$ cat src/rtl/ex_stage.sv
// MIPS execute stage: operand/ALUop decode for the external ALU
// and a registered EX/MEM bundle with valid/ready flow control.
module ex_stage #(
  parameter int DATA_WIDTH = 32
) (
  input  logic                  clk,
  input  logic                  rst,
  input  logic                  in_valid,
  output logic                  in_ready,
  input  logic [5:0]            in_opcode,
  input  logic [5:0]            in_funct,
  input  logic [4:0]            in_shamt,
  input  logic [15:0]           in_imm,
  input  logic [DATA_WIDTH-1:0] in_rs_val,
  input  logic [DATA_WIDTH-1:0] in_rt_val,
  input  logic [4:0]            in_dest,
  output logic [DATA_WIDTH-1:0] alu_A,
  output logic [DATA_WIDTH-1:0] alu_B,
  output logic [3:0]            alu_ALUop,
  input  logic [DATA_WIDTH-1:0] alu_Result,
  input  logic                  alu_Overflow,
  input  logic                  alu_Zero,
  input  logic                  flush,
  output logic                  out_valid,
  input  logic                  out_ready,
  output logic [DATA_WIDTH-1:0] out_result,
  output logic [4:0]            out_dest,
  output logic                  out_is_mem,
  output logic                  out_branch_taken,
  output logic                  out_trap
);

  localparam logic [3:0] OP_AND = 4'b0000;
  localparam logic [3:0] OP_OR  = 4'b0001;
  localparam logic [3:0] OP_ADD = 4'b0010;
  localparam logic [3:0] OP_SLL = 4'b0011;
  localparam logic [3:0] OP_SRA = 4'b0100;
  localparam logic [3:0] OP_SRL = 4'b0101;
  localparam logic [3:0] OP_SUB = 4'b0110;
  localparam logic [3:0] OP_SLT = 4'b0111;
  localparam logic [3:0] OP_XOR = 4'b1000;

  typedef enum logic {RUN, HALT} state_t;

  typedef struct packed {
    logic [DATA_WIDTH-1:0] result;
    logic [4:0]            dest;
    logic                  is_mem;
    logic                  branch_taken;
    logic                  trap;
  } ex_mem_t;

  state_t  state, state_nx;
  ex_mem_t out_q, out_d;
  logic    out_v;
  logic    xfer;

  logic [DATA_WIDTH-1:0] simm, zimm, loc_val;
  logic use_loc, trap_en, is_mem, is_beq, is_bne;

  assign simm = {{(DATA_WIDTH-16){in_imm[15]}}, in_imm};
  assign zimm = {{(DATA_WIDTH-16){1'b0}}, in_imm};

  always_comb begin
    alu_A     = in_rs_val;
    alu_B     = '0;
    alu_ALUop = OP_ADD;
    use_loc   = 1'b0;
    loc_val   = '0;
    trap_en   = 1'b0;
    is_mem    = 1'b0;
    is_beq    = 1'b0;
    is_bne    = 1'b0;
    unique case (1'b1)
      in_opcode == 6'b000000: begin
        alu_B = in_rt_val;
        case (in_funct)
          6'b100000: trap_en = 1'b1;
          6'b100001: ;
          6'b100010: begin
            alu_ALUop = OP_SUB;
            trap_en   = 1'b1;
          end
          6'b100011: alu_ALUop = OP_SUB;
          6'b100100: alu_ALUop = OP_AND;
          6'b100101: alu_ALUop = OP_OR;
          6'b100110: alu_ALUop = OP_XOR;
          6'b101010: alu_ALUop = OP_SLT;
          6'b101011: begin
            use_loc = 1'b1;
            loc_val = {{(DATA_WIDTH-1){1'b0}},
                       in_rs_val < in_rt_val};
          end
          6'b000000: begin
            alu_A     = {{(DATA_WIDTH-5){1'b0}}, in_shamt};
            alu_ALUop = OP_SLL;
          end
          6'b000010: begin
            alu_A     = {{(DATA_WIDTH-5){1'b0}}, in_shamt};
            alu_ALUop = OP_SRL;
          end
          6'b000011: begin
            alu_A     = {{(DATA_WIDTH-5){1'b0}}, in_shamt};
            alu_ALUop = OP_SRA;
          end
          6'b000100: alu_ALUop = OP_SLL;
          6'b000110: alu_ALUop = OP_SRL;
          6'b000111: alu_ALUop = OP_SRA;
          default:   alu_B = '0;
        endcase
      end
      in_opcode == 6'b001000: begin
        alu_B   = simm;
        trap_en = 1'b1;
      end
      in_opcode == 6'b001001: alu_B = simm;
      in_opcode == 6'b001010: begin
        alu_B     = simm;
        alu_ALUop = OP_SLT;
      end
      in_opcode == 6'b001011: begin
        alu_B   = simm;
        use_loc = 1'b1;
        loc_val = {{(DATA_WIDTH-1){1'b0}}, in_rs_val < simm};
      end
      in_opcode == 6'b001100: begin
        alu_B     = zimm;
        alu_ALUop = OP_AND;
      end
      in_opcode == 6'b001101: begin
        alu_B     = zimm;
        alu_ALUop = OP_OR;
      end
      in_opcode == 6'b001110: begin
        alu_B     = zimm;
        alu_ALUop = OP_XOR;
      end
      in_opcode == 6'b001111: begin
        alu_A     = DATA_WIDTH'(16);
        alu_B     = zimm;
        alu_ALUop = OP_SLL;
      end
      in_opcode == 6'b100011,
      in_opcode == 6'b101011: begin
        alu_B  = simm;
        is_mem = 1'b1;
      end
      in_opcode == 6'b000100: begin
        alu_B     = in_rt_val;
        alu_ALUop = OP_SUB;
        is_beq    = 1'b1;
      end
      in_opcode == 6'b000101: begin
        alu_B     = in_rt_val;
        alu_ALUop = OP_SUB;
        is_bne    = 1'b1;
      end
      default: ;
    endcase
  end

  always_comb begin
    out_d.result       = use_loc ? loc_val : alu_Result;
    out_d.dest         = in_dest;
    out_d.is_mem       = is_mem;
    out_d.branch_taken = (is_beq & alu_Zero) | (is_bne & ~alu_Zero);
    out_d.trap         = trap_en & alu_Overflow;
  end

  assign in_ready = (state == RUN) && (!out_v || out_ready);
  assign xfer     = in_valid && in_ready;

  always_comb begin
    state_nx = state;
    if (flush)
      state_nx = RUN;
    else if (xfer && out_d.trap)
      state_nx = HALT;
  end

  always_ff @(posedge clk) begin
    if (rst)
      state <= RUN;
    else
      state <= state_nx;
  end

  // flush outranks a same-cycle transfer
  always_ff @(posedge clk) begin
    if (rst) begin
      out_v <= 1'b0;
      out_q <= '0;
    end else if (flush) begin
      out_v <= 1'b0;
    end else if (xfer) begin
      out_v <= 1'b1;
      out_q <= out_d;
    end else if (out_ready) begin
      out_v <= 1'b0;
    end
  end

  assign out_valid        = out_v;
  assign out_result       = out_q.result;
  assign out_dest         = out_q.dest;
  assign out_is_mem       = out_q.is_mem;
  assign out_branch_taken = out_q.branch_taken;
  assign out_trap         = out_q.trap;

endmodule

$ cat config.mk
export PLATFORM = sky130hd
export DESIGN_NAME = ex_stage
export DESIGN_NICKNAME = d
export VERILOG_FILES = /design/src/rtl/ex_stage.sv
export SDC_FILE = /design/constraint.sdc
export NUM_CORES = 1
export LEC_CHECK = 0
export ABC_AREA = 1
export BUFFER_PORTS_ARGS = -buffer_cell sky130_fd_sc_hd__buf_2
export CAP_MARGIN = 30
export CORE_MARGIN = 8
export CORE_UTILIZATION = 30
export DETAILED_ROUTE_END_ITERATION = 7
export PLACE_DENSITY = 0.64
export SLEW_MARGIN = 20
export SYNTH_ARGS = -nofsm -noshare
export SYNTH_HDL_FRONTEND = slang
export SYNTH_SLANG_ARGS = --single-unit
$ cat constraint.sdc
create_clock -name clk -period 1.4 [get_ports clk]
set_input_delay 0.21 -clock clk [delete_from_list [all_inputs] [get_ports clk]]
set_output_delay 0.21 -clock clk [all_outputs]
set_load 0.02 [all_outputs]
==> implementation parameters <==
Parameter                              Value

Layout
  Final design utilization    61.3%
  Number of nets in the layout    1250
  Post-route standard cell area excluding fillers    0.00884 mm2
  Post-synthesis to final-layout area growth    101%
  Layout cells sized above 1    57.8%

Place
  Half-perimeter wire length of the detailed placement result    14.0 mm
  Cell area reported after detailed placement    0.00664 mm2
  Routability cong.    0.931
  Buffers added on ports    250

Yosys
  Yosys synthesis warning count    0
  Net count after synthesis    886
  Syn_area_per_cell    6.42 um2
  Post-synthesis cell count    683
  Cell accounting for the most synthesized area    sky130_fd_sc_hd__dfxtp_1
  Flop and latch count out of synthesis    42
  Cell area after technology mapping    0.00439 mm2
  Distinct cells, synth    35
  Portion of synthesized cell area occupied by the leading cell type    19.2%
  Main area contributors after synthesis    sky130_fd_sc_hd__dfxtp_1 19%, sky130_fd_sc_hd__ha_1 18%, sky130_fd_sc_hd__nand2_1 13%
  Share of the yosys chip area belonging to registers    19.2%

Outcome
  Violations in the final reports    negative setup slack
  Outcome    finished with violations

Clocking
  CTS clk-pin slew, worst paths    0.06 ns
  CTS buffer count    5
  CTS tree    built
  Cts-stage hold buffer count    0
  Clock buffer depth    2
  Sinks on Clock Net    42
  Cell at the root of the clock tree    sky130_fd_sc_hd__clkbuf_16
  Level count of the clock H-tree    2
  Latest clock arrival within the worst-skew pair    0.28 ns

Global route
  Total global routing track utilization    19.2%
  Largest net degree at the start of global routing    32
  Initial antenna violation count    1
  Vias in the first global route    5898
  Overflow after GRT    0
  Wire length of the first global-routing pass    29.5 mm

Worst setup path
  Crit path max-delay cell type    sky130_fd_sc_hd__nor2_4
  Largest fanout on the critical path    8
  Delay of the slowest cell on the worst path    0.20 ns
  Element type at the critical path end    output pin
  Start-to-end type of the worst setup path    input pin to output pin
  Dominant delay contributor by cell family on the critical path    simple AND/OR/NAND/NOR gates
  Number of buffers and inverters on the critical path    5
  CP cell instances    buf_8, inv_4, nor2_4, nand2_2, nor2_4, inv_2, o21ai_2, nor3_4, nand2_4, clkbuf_16, nand3_2, nand2_2, buf_6
  Startpoint class of the critical path    input pin
  CP required    1.19 ns
  Arr. time, crit path    1.60 ns

Floorplan
  Die X    137 um
  Die Footprint    0.0188 mm2
  Area inside the core boundary    0.0144 mm2
  Die Height    137 um
  Number of placement rows    44
  Number of top-level pins    251
  Initial core utilization    30.4%

Route
  Via count    5990
  Number of antenna-violating nets in the routed design    0
  Post-DR vias/cell    4.86
  Number of design rule violations left after detail routing    0
  DRC violation total after the first TritonRoute iteration    260
  Detailed-route wire length    20.9 mm
  Detail-routed net length per standard cell    16.9 um
  Initial DRT Pass Iterations    4

STA
  Min Clock Period, post-route    1.81 ns
  Slew at the pin closest to its max-slew limit    0.384 ns
  Final hold viol count    0
  Maximum clock rate    0.554 GHz
  Worst Hold Margin    0.101 ns
  TNS Setup    -19.34 ns
  Final Skew    0.00299 ns
  Setup repair after global routing missed its margin    true
  Final critical-path setup slack    -0.406 ns
  Count of final setup violators    76
  Final Max Slew Viols    0
  Fraction of the cycle the final worst path needs    129%
  Slew headroom    74.4%

Power
  Standby leakage power    4.69 nW
  Power density over the cells    565 mW/mm2
  PnR Total Power    0.00499 W
  VDD IR-drop max    0.468 mV

Flow run
  Number of maximum-capacitance violations    0

Min path
  Worst min path class    input pin to flop
-- power by group --
group | switching, W | leakage (nW) | internal, W
combinational | 0.00123 | 4.26 | 0.00112
clock | 0.000481 | 0.0842 | 0.000844
sequential | 0.0000442 | 0.347 | 0.00127
total | 0.00175 | 4.69 | 0.00324
-- per-layer routing --
| metal | GRT usage [%] | up-vias | share of wire, % |
|---|---|---|---|
| li1 | - | 2965 | - |
| met1 | 22.2 | 2759 | 39 |
| met2 | 35.6 | 215 | 53 |
| met3 | 3.16 | 51 | 5.8 |
| met4 | 4.89 | 0 | 2.8 |
| met5 | 0 | - | 0 |
-- through the flow --
step	worst slack (ns)	cells
after floorplan	-0.124	683
after global placement	-0.362	1186
after detailed placement	-0.379	1186
after CTS	-0.306	1218
after global routing	-0.459	1233
final	-0.406	1233
-- state kept, by name (all words and copies together), names as in the netlist --
signal / flops
out_branch_taken: 1
out_is_mem: 1
out_result: 32
out_dest: 5
state: 1
out_valid: 1
out_trap: 1
-- cells in the final DEF, fill, tap and decap left out, types with 3 or more instances in the layout --
master / netlist / layout
sky130_fd_sc_hd__buf_12: 0 / 16
sky130_fd_sc_hd__inv_4: 0 / 3
sky130_fd_sc_hd__nand3_2: 31 / 37
sky130_fd_sc_hd__o21ai_2: 0 / 16
sky130_fd_sc_hd__nand2_1: 154 / 113
sky130_fd_sc_hd__a21oi_1: 63 / 41
sky130_fd_sc_hd__o21ai_1: 1 / 14
sky130_fd_sc_hd__buf_2: 12 / 172
sky130_fd_sc_hd__ha_4: 0 / 11
sky130_fd_sc_hd__nor2_4: 2 / 35
sky130_fd_sc_hd__buf_6: 3 / 88
sky130_fd_sc_hd__inv_1: 111 / 97
sky130_fd_sc_hd__nand4_1: 17 / 17
sky130_fd_sc_hd__o21ai_0: 51 / 21
sky130_fd_sc_hd__nor3_4: 0 / 3
sky130_fd_sc_hd__buf_8: 0 / 9
sky130_fd_sc_hd__nand2_4: 2 / 9
sky130_fd_sc_hd__inv_2: 4 / 10
sky130_fd_sc_hd__clkbuf_16: 0 / 11
sky130_fd_sc_hd__ha_1: 62 / 51
sky130_fd_sc_hd__buf_16: 0 / 5
sky130_fd_sc_hd__nand3_1: 25 / 12
sky130_fd_sc_hd__nand3_4: 0 / 7
sky130_fd_sc_hd__nor2_1: 67 / 26
sky130_fd_sc_hd__buf_4: 2 / 86
sky130_fd_sc_hd__a21oi_2: 0 / 21
sky130_fd_sc_hd__nor2_2: 1 / 9
sky130_fd_sc_hd__o21a_1: 3 / 3
sky130_fd_sc_hd__dfxtp_1: 42 / 41
sky130_fd_sc_hd__nand2_2: 3 / 36
-- Yosys cell counts (all sizes together) --
master	count
a21o	1
a21oi	63
and2	1
buf	17
clkbuf	8
dfxtp	42
ha	62
inv	115
nand2	159
nand3	56
nand3b	1
nand4	17
nor2	70
nor3	6
nor4	2
o2111ai	1
o211a	1
o21a	3
o21ai	52
o21bai	1
o31ai	3
o41ai	1
or2	1
-- final timing paths --
path,depth (start not counted),to,from,slack (ns)
setup / recovery,13,alu_B[9],in_funct[5],-0.41
hold reg to reg,2,out_branch_taken,out_branch_taken,0.47
setup reg to reg,10,out_dest[4],out_valid,-0.09
hold / removal,2,out_branch_taken,rst,0.10
-- final cells by class --
| cell class | count | area [um2] |
|---|---|---|
| clock inverter | 3 | 43.8 |
| multi-input combinational | 501 | 3890 |
| inverter | 115 | 467 |
| tap | 184 | 230 |
| timing repair buffer | 382 | 3240 |
| clock buffer | 5 | 125 |
| antenna | 1 | 2.50 |
| sequential | 42 | 845 |
| fill | 1206 | 5580 |
-- logic make-up (layout without fill, tap and decap cells) --
kind of cell             Yosys count  after routing  share of synthesized area, %
buffers and inverters            140            505                          13.0
AND/OR/NAND/NOR                  313            313                          34.8
other                              0              1                             0
AO/OA/AOI/OAI                    126            126                          15.3
flip-flops                        42             42                          19.2
adder cells (fa/ha/maj)           62             62                          17.7
-- what timing repair did --
| item | CTS | global route |
|---|---|---|
| gates resized for setup | 196 | 239 |
| pin swaps | 30 | 55 |
| buffers inserted | 17 | 13 |
| setup endpoints to repair | 78 | 108 |
| gates cloned | 8 | 6 |
No activity file was read; power rests on OpenSTA's default activity.
